==> config.mk <==
export PLATFORM = sky130hd
export DESIGN_NAME = hazard_ctrl_pipe
export DESIGN_NICKNAME = d
export VERILOG_FILES = /design/src/rtl/hazard_ctrl_pipe.sv
export SDC_FILE = /design/constraint.sdc
export NUM_CORES = 1
export LEC_CHECK = 0
export ABC_CLOCK_PERIOD_IN_PS = 4970
export CELL_PAD_IN_SITES_DETAIL_PLACEMENT = 1
export CELL_PAD_IN_SITES_GLOBAL_PLACEMENT = 2
export CORE_ASPECT_RATIO = 1.2
export CORE_MARGIN = 2
export CORE_UTILIZATION = 27
export DETAILED_ROUTE_END_ITERATION = 8
export PLACE_DENSITY = 0.83
export SLEW_MARGIN = 20
export SYNTH_ARGS = -nofsm -noshare
export SYNTH_HDL_FRONTEND = slang
export SYNTH_SLANG_ARGS = --single-unit
==> constraint.sdc <==
create_clock -name clk -period 4.97 [get_ports clk]
set_clock_uncertainty 0.2 [all_clocks]
set_input_delay 0.497 -clock clk [delete_from_list [all_inputs] [get_ports clk]]
set_output_delay 0.497 -clock clk [all_outputs]
set_load 0.02 [all_outputs]
==> src/rtl/hazard_ctrl_pipe.sv <==
// Load-use hazard detection, branch flush and EX/MEM/WB control-bundle pipeline
// for a classic five-stage pipeline, with a saturating stall performance counter.
module hazard_ctrl_pipe #(
  parameter int CTRL_N       = 9,
  parameter int N_REG_ADDR   = 5,
  parameter int STALL_CYCLES = 1,
  parameter int N_PERF       = 16
) (
  input  logic                  clk,
  input  logic                  reset,
  input  logic [CTRL_N-1:0]     ctrl_id,
  input  logic                  id_mem_read,
  input  logic                  id_reg_write,
  input  logic [N_REG_ADDR-1:0] id_dest,
  input  logic [N_REG_ADDR-1:0] id_rs,
  input  logic [N_REG_ADDR-1:0] id_rt,
  input  logic                  id_uses_rt,
  input  logic                  branch_taken,
  output logic                  pc_write,
  output logic                  ifid_write,
  output logic                  ifid_flush,
  output logic                  ctrl_sel,
  output logic [CTRL_N-1:0]     ctrl_ex,
  output logic [CTRL_N-1:0]     ctrl_mem,
  output logic [CTRL_N-1:0]     ctrl_wb,
  output logic [N_REG_ADDR-1:0] ex_dest,
  output logic [N_REG_ADDR-1:0] mem_dest,
  output logic [N_REG_ADDR-1:0] wb_dest,
  output logic                  wb_reg_write,
  output logic [N_PERF-1:0]     stall_count
);

  typedef enum logic {RUN, STALL} state_t;

  localparam logic [1:0] REM_INIT = (STALL_CYCLES > 1) ? 2'(STALL_CYCLES - 2) : 2'd0;

  state_t                state_q, state_d;
  logic [1:0]            rem_q, rem_d;
  logic [N_PERF-1:0]     stall_count_q, stall_count_d;

  // mem_read is only consulted while the load sits in EX, so it is not kept further down
  logic [CTRL_N-1:0]     ctrl_ex_q, ctrl_ex_d;
  logic                  ex_mem_read_q, ex_mem_read_d;
  logic                  ex_reg_write_q, ex_reg_write_d;
  logic [N_REG_ADDR-1:0] ex_dest_q, ex_dest_d;

  logic [CTRL_N-1:0]     ctrl_mem_q, ctrl_mem_d;
  logic                  mem_reg_write_q, mem_reg_write_d;
  logic [N_REG_ADDR-1:0] mem_dest_q, mem_dest_d;

  logic [CTRL_N-1:0]     ctrl_wb_q, ctrl_wb_d;
  logic                  wb_reg_write_q, wb_reg_write_d;
  logic [N_REG_ADDR-1:0] wb_dest_q, wb_dest_d;

  logic hz;
  logic bubble;

  always_comb begin
    hz = (state_q == RUN) && ex_mem_read_q && (ex_dest_q != '0) &&
         ((ex_dest_q == id_rs) || (id_uses_rt && (ex_dest_q == id_rt)));
    bubble = !branch_taken && (hz || (state_q == STALL));

    // While reset is held the datapath controls read as free-running
    pc_write   = !(reset && bubble);
    ifid_write = !(reset && bubble);
    ifid_flush = reset && branch_taken;
    ctrl_sel   = reset && (bubble || branch_taken);
  end

  always_comb begin
    state_d       = state_q;
    rem_d         = rem_q;
    stall_count_d = stall_count_q;

    ctrl_wb_d      = ctrl_mem_q;
    wb_reg_write_d = mem_reg_write_q;
    wb_dest_d      = mem_dest_q;

    ctrl_mem_d      = ctrl_ex_q;
    mem_reg_write_d = ex_reg_write_q;
    mem_dest_d      = ex_dest_q;

    ctrl_ex_d      = ctrl_id;
    ex_mem_read_d  = id_mem_read;
    ex_reg_write_d = id_reg_write;
    ex_dest_d      = id_dest;

    if (branch_taken) begin
      ctrl_mem_d      = '0;
      mem_reg_write_d = 1'b0;
      mem_dest_d      = '0;
    end

    if (branch_taken || bubble) begin
      ctrl_ex_d      = '0;
      ex_mem_read_d  = 1'b0;
      ex_reg_write_d = 1'b0;
      ex_dest_d      = '0;
    end

    if (branch_taken) begin
      state_d = RUN;
      rem_d   = 2'd0;
    end else if (state_q == STALL) begin
      if (rem_q == 2'd0) state_d = RUN;
      else               rem_d   = rem_q - 2'd1;
    end else if (hz && (STALL_CYCLES > 1)) begin
      state_d = STALL;
      rem_d   = REM_INIT;
    end

    if (bubble && (stall_count_q != '1)) stall_count_d = stall_count_q + N_PERF'(1);
  end

  always_ff @(posedge clk) begin
    if (!reset) begin
      state_q         <= RUN;
      rem_q           <= 2'd0;
      stall_count_q   <= '0;
      ctrl_ex_q       <= '0;
      ex_mem_read_q   <= 1'b0;
      ex_reg_write_q  <= 1'b0;
      ex_dest_q       <= '0;
      ctrl_mem_q      <= '0;
      mem_reg_write_q <= 1'b0;
      mem_dest_q      <= '0;
      ctrl_wb_q       <= '0;
      wb_reg_write_q  <= 1'b0;
      wb_dest_q       <= '0;
    end else begin
      state_q         <= state_d;
      rem_q           <= rem_d;
      stall_count_q   <= stall_count_d;
      ctrl_ex_q       <= ctrl_ex_d;
      ex_mem_read_q   <= ex_mem_read_d;
      ex_reg_write_q  <= ex_reg_write_d;
      ex_dest_q       <= ex_dest_d;
      ctrl_mem_q      <= ctrl_mem_d;
      mem_reg_write_q <= mem_reg_write_d;
      mem_dest_q      <= mem_dest_d;
      ctrl_wb_q       <= ctrl_wb_d;
      wb_reg_write_q  <= wb_reg_write_d;
      wb_dest_q       <= wb_dest_d;
    end
  end

  assign ctrl_ex      = ctrl_ex_q;
  assign ctrl_mem     = ctrl_mem_q;
  assign ctrl_wb      = ctrl_wb_q;
  assign ex_dest      = ex_dest_q;
  assign mem_dest     = mem_dest_q;
  assign wb_dest      = wb_dest_q;
  assign wb_reg_write = wb_reg_write_q;
  assign stall_count  = stall_count_q;

endmodule

==> results.tsv <==
metric	value	unit
status	finished clean	
drcViolationCount	0	
synth-main-ff-cell	dfxtp_1	
holdPathStages	1	
worstSkewPairLatency	0.34	ns
hp-start	mem_reg_write_q$_SDFF_PP0_	
drt-pass1-iter-count	4	
critPathLaunchType	register	
drt_iter0_drc	26	
synth_fp_nets	266	
antenna_found_initial	0	
grt_pass1_wl	10600	um
multi_input_area	991	um2
synth_top_family_by_area	simple AND/OR/NAND/NOR gates	
max_freq	285	MHz
core	0.00856	mm2
portBuffers	92	
yosys.area_share.simple	25.6	%
hold_class	reg -> reg	
die_x	89.7	um
slowest_delay	0.61	ns
insertedDiodeCount	0	
gp_congestion	0.717	
first_global_vias	2124	
nFillCells	967	
most-common-layout-cells	92 x clkdlybuf4s50_1, 65 x dfxtp_1, 31 x and3_1	
ys_seq_elements	65	
grt_start_max_net_pins	38	
final_nets	360	
r2r_end	stall_count[5]$_SDFFE_PN0P_	
crit_chain	or4_1 -> o21ai_2 -> inv_2 -> a21oi_4 -> nand2b_1 -> clkdlybuf4s50_1	
worst_slew_pin_slew	0.511	ns
maxCapViolCount	0	
root_buffer	clkbuf_8	
cts_tree	yes	
cp.required	4.27	ns
ff2ff_setup_slack	2.42	ns
htree_levels	3	
path_clk_slew	0.09	ns
postRouteWirelength	6580	um
hpwl	4880	um
tns	0	ns
synth_compound_area_share	8.93	%
overflow	0	
grt.total_usage	14.1	%
via_per_inst	4.58	
netlist_instances	234	
crit_slowest_cell	clkdlybuf4s50_1	
synthAdderAreaFrac	1.05	%
layout-drive-gt1-share	8.41	%
crit_cells	6	
layout_min_cycle_time	3.51	ns
synthToLayoutAreaGrowth	50.8	%
cp_top_family	simple AND/OR/NAND/NOR gates	
wire_per_inst	14.6	um
ctsHoldBuffers	0	
criticalPathCategory	reg -> out	
power_per_cell_area	285	mW/mm2
cp_num_buf_inv	2	
setup_violations	0	
leakage	1.35	nW
dieArea	0.00959	mm2
vias	2062	
post_cts.repair.setup_buffers	0	
reg2reg_depth	7	
min_to	wb_reg_write$_SDFF_PN0_	
cts.path.max_buffers	2	
hold_viol_final	0	
ys_warn_count	0	
ctsResizeCount	0	
syn_area	0.00238	mm2
period_share	70.6	%
ys_seq_area_share	54.7	%
end_kind	output port	
synth_edf_count	0	
rsz0062_at_grt	no	
start_util	27.8	%
peakVddDrop	0.000116	V
final_common_cell	clkdlybuf4s50_1	
reg2reg_from	stall_count[0]$_SDFFE_PN0P_	
synthXorXnorAreaFrac	4.78	%
num_rows	37	
slew_headroom	65.8	%
synth.distinct_cells	38	
finalPower	1.02	mW
crit_arrival	2.81	ns
die_h	107	um
avgSynthCellArea	10.2	um2
synthArstFlopShare	0	%
numCtsBuffers	9	
io_pins	93	
final_max_slew_viol_count	0	
final-seq-area	0.00130	mm2
clock-sinks	65	
antenna_left	0	
synth.area.mux_share	1.26	%
crit_fanout	24	
registers in the layout, summed over array words and instances (netlist names), 2 cells and up:
| name | flops |
|---|---|
| stall_count | 16 |
| ctrl_mem | 9 |
| mem_dest | 5 |
| wb_dest | 5 |
| ex_dest | 5 |
| ctrl_ex | 9 |
| ctrl_wb | 9 |
| rem_q | 2 |
report_power, final:
part | total [mW] | leakage, nW | switching (mW) | internal [mW]
clock network | 0.405 | 0.0858 | 0.221 | 0.184
logic | 0.0843 | 0.739 | 0.0373 | 0.0469
registers | 0.535 | 0.527 | 0.00589 | 0.529
how the worst max path moves through the flow:
| stage | start | slack, ns | to |
|---|---|---|---|
| final | ex_dest[0]$_SDFF_PP0_ | 1.46 | ifid_write |
| after global routing | ex_dest[0]$_SDFF_PP0_ | 1.29 | pc_write |
| after CTS | ex_dest[0]$_SDFF_PP0_ | 1.42 | ifid_write |
| after detailed placement | id_rt[4] | 1.65 | ifid_write |
| after global placement | id_rt[4] | 1.66 | ifid_write |
| after floorplan | ex_dest[0]$_SDFF_PP0_ | 2.31 | pc_write |
per-stage QoR:
step	utilization [%]	std cells	area [um2]	setup WS (ns)	hold WS [ns]
after floorplan	-	234	2380	2.31	0.212
after global placement	39.8	434	3410	1.66	0.214
after detailed placement	39.8	434	3410	1.65	0.242
after CTS	41.9	450	3590	1.42	0.272
after global routing	41.9	450	3590	1.29	0.282
final	41.9	450	3590	1.46	0.260
Yosys cell counts, types with 2 or more instances:
master,n,area share (%)
a21oi_1,11,2.3
and2_1,16,4.2
and3_1,31,8.1
and4_1,2,0.74
and4_4,2,0.95
buf_2,2,0.42
clkbuf_1,8,1.3
dfxtp_1,65,55
ha_1,2,1.1
inv_1,6,0.95
mux2i_1,3,1.3
nand2_1,10,1.6
nand2b_1,3,0.79
nand3_1,9,1.9
nand4_1,6,1.6
nor2_1,9,1.4
o21ai_0,5,1.1
o31ai_1,4,1.3
or3_1,5,1.3
or4_1,6,1.9
xnor2_1,11,4.0
xor2_1,2,0.74
cells by family (layout without fill, tap and decap cells):
kind of cell	count (synthesis)	count (layout)
compound gates	28	28
fa+ha+maj	2	2
mux	3	3
flops	65	65
simple gates	103	103
xor+xnor	13	13
buf+inv	20	119
routing by layer:
metal	vias up	track usage [%]	part of all wire (%)
met5	-	0	0
met4	0	5.93	1.7
met3	9	3.65	5.5
met2	60	25.6	51
met1	986	15.6	42
li1	1007	-	-
final cells by class:
type / count / share of cell area (%)
inverters: 8 / 0.836
clock inverters: 7 / 1.53
well taps: 117 / 4.08
repair buffers: 95 / 26.3
clock buffers: 9 / 3.45
multi-input cells: 149 / 27.6
flip-flops and latches: 65 / 36.2
No activity file was read; power rests on OpenSTA's default activity.
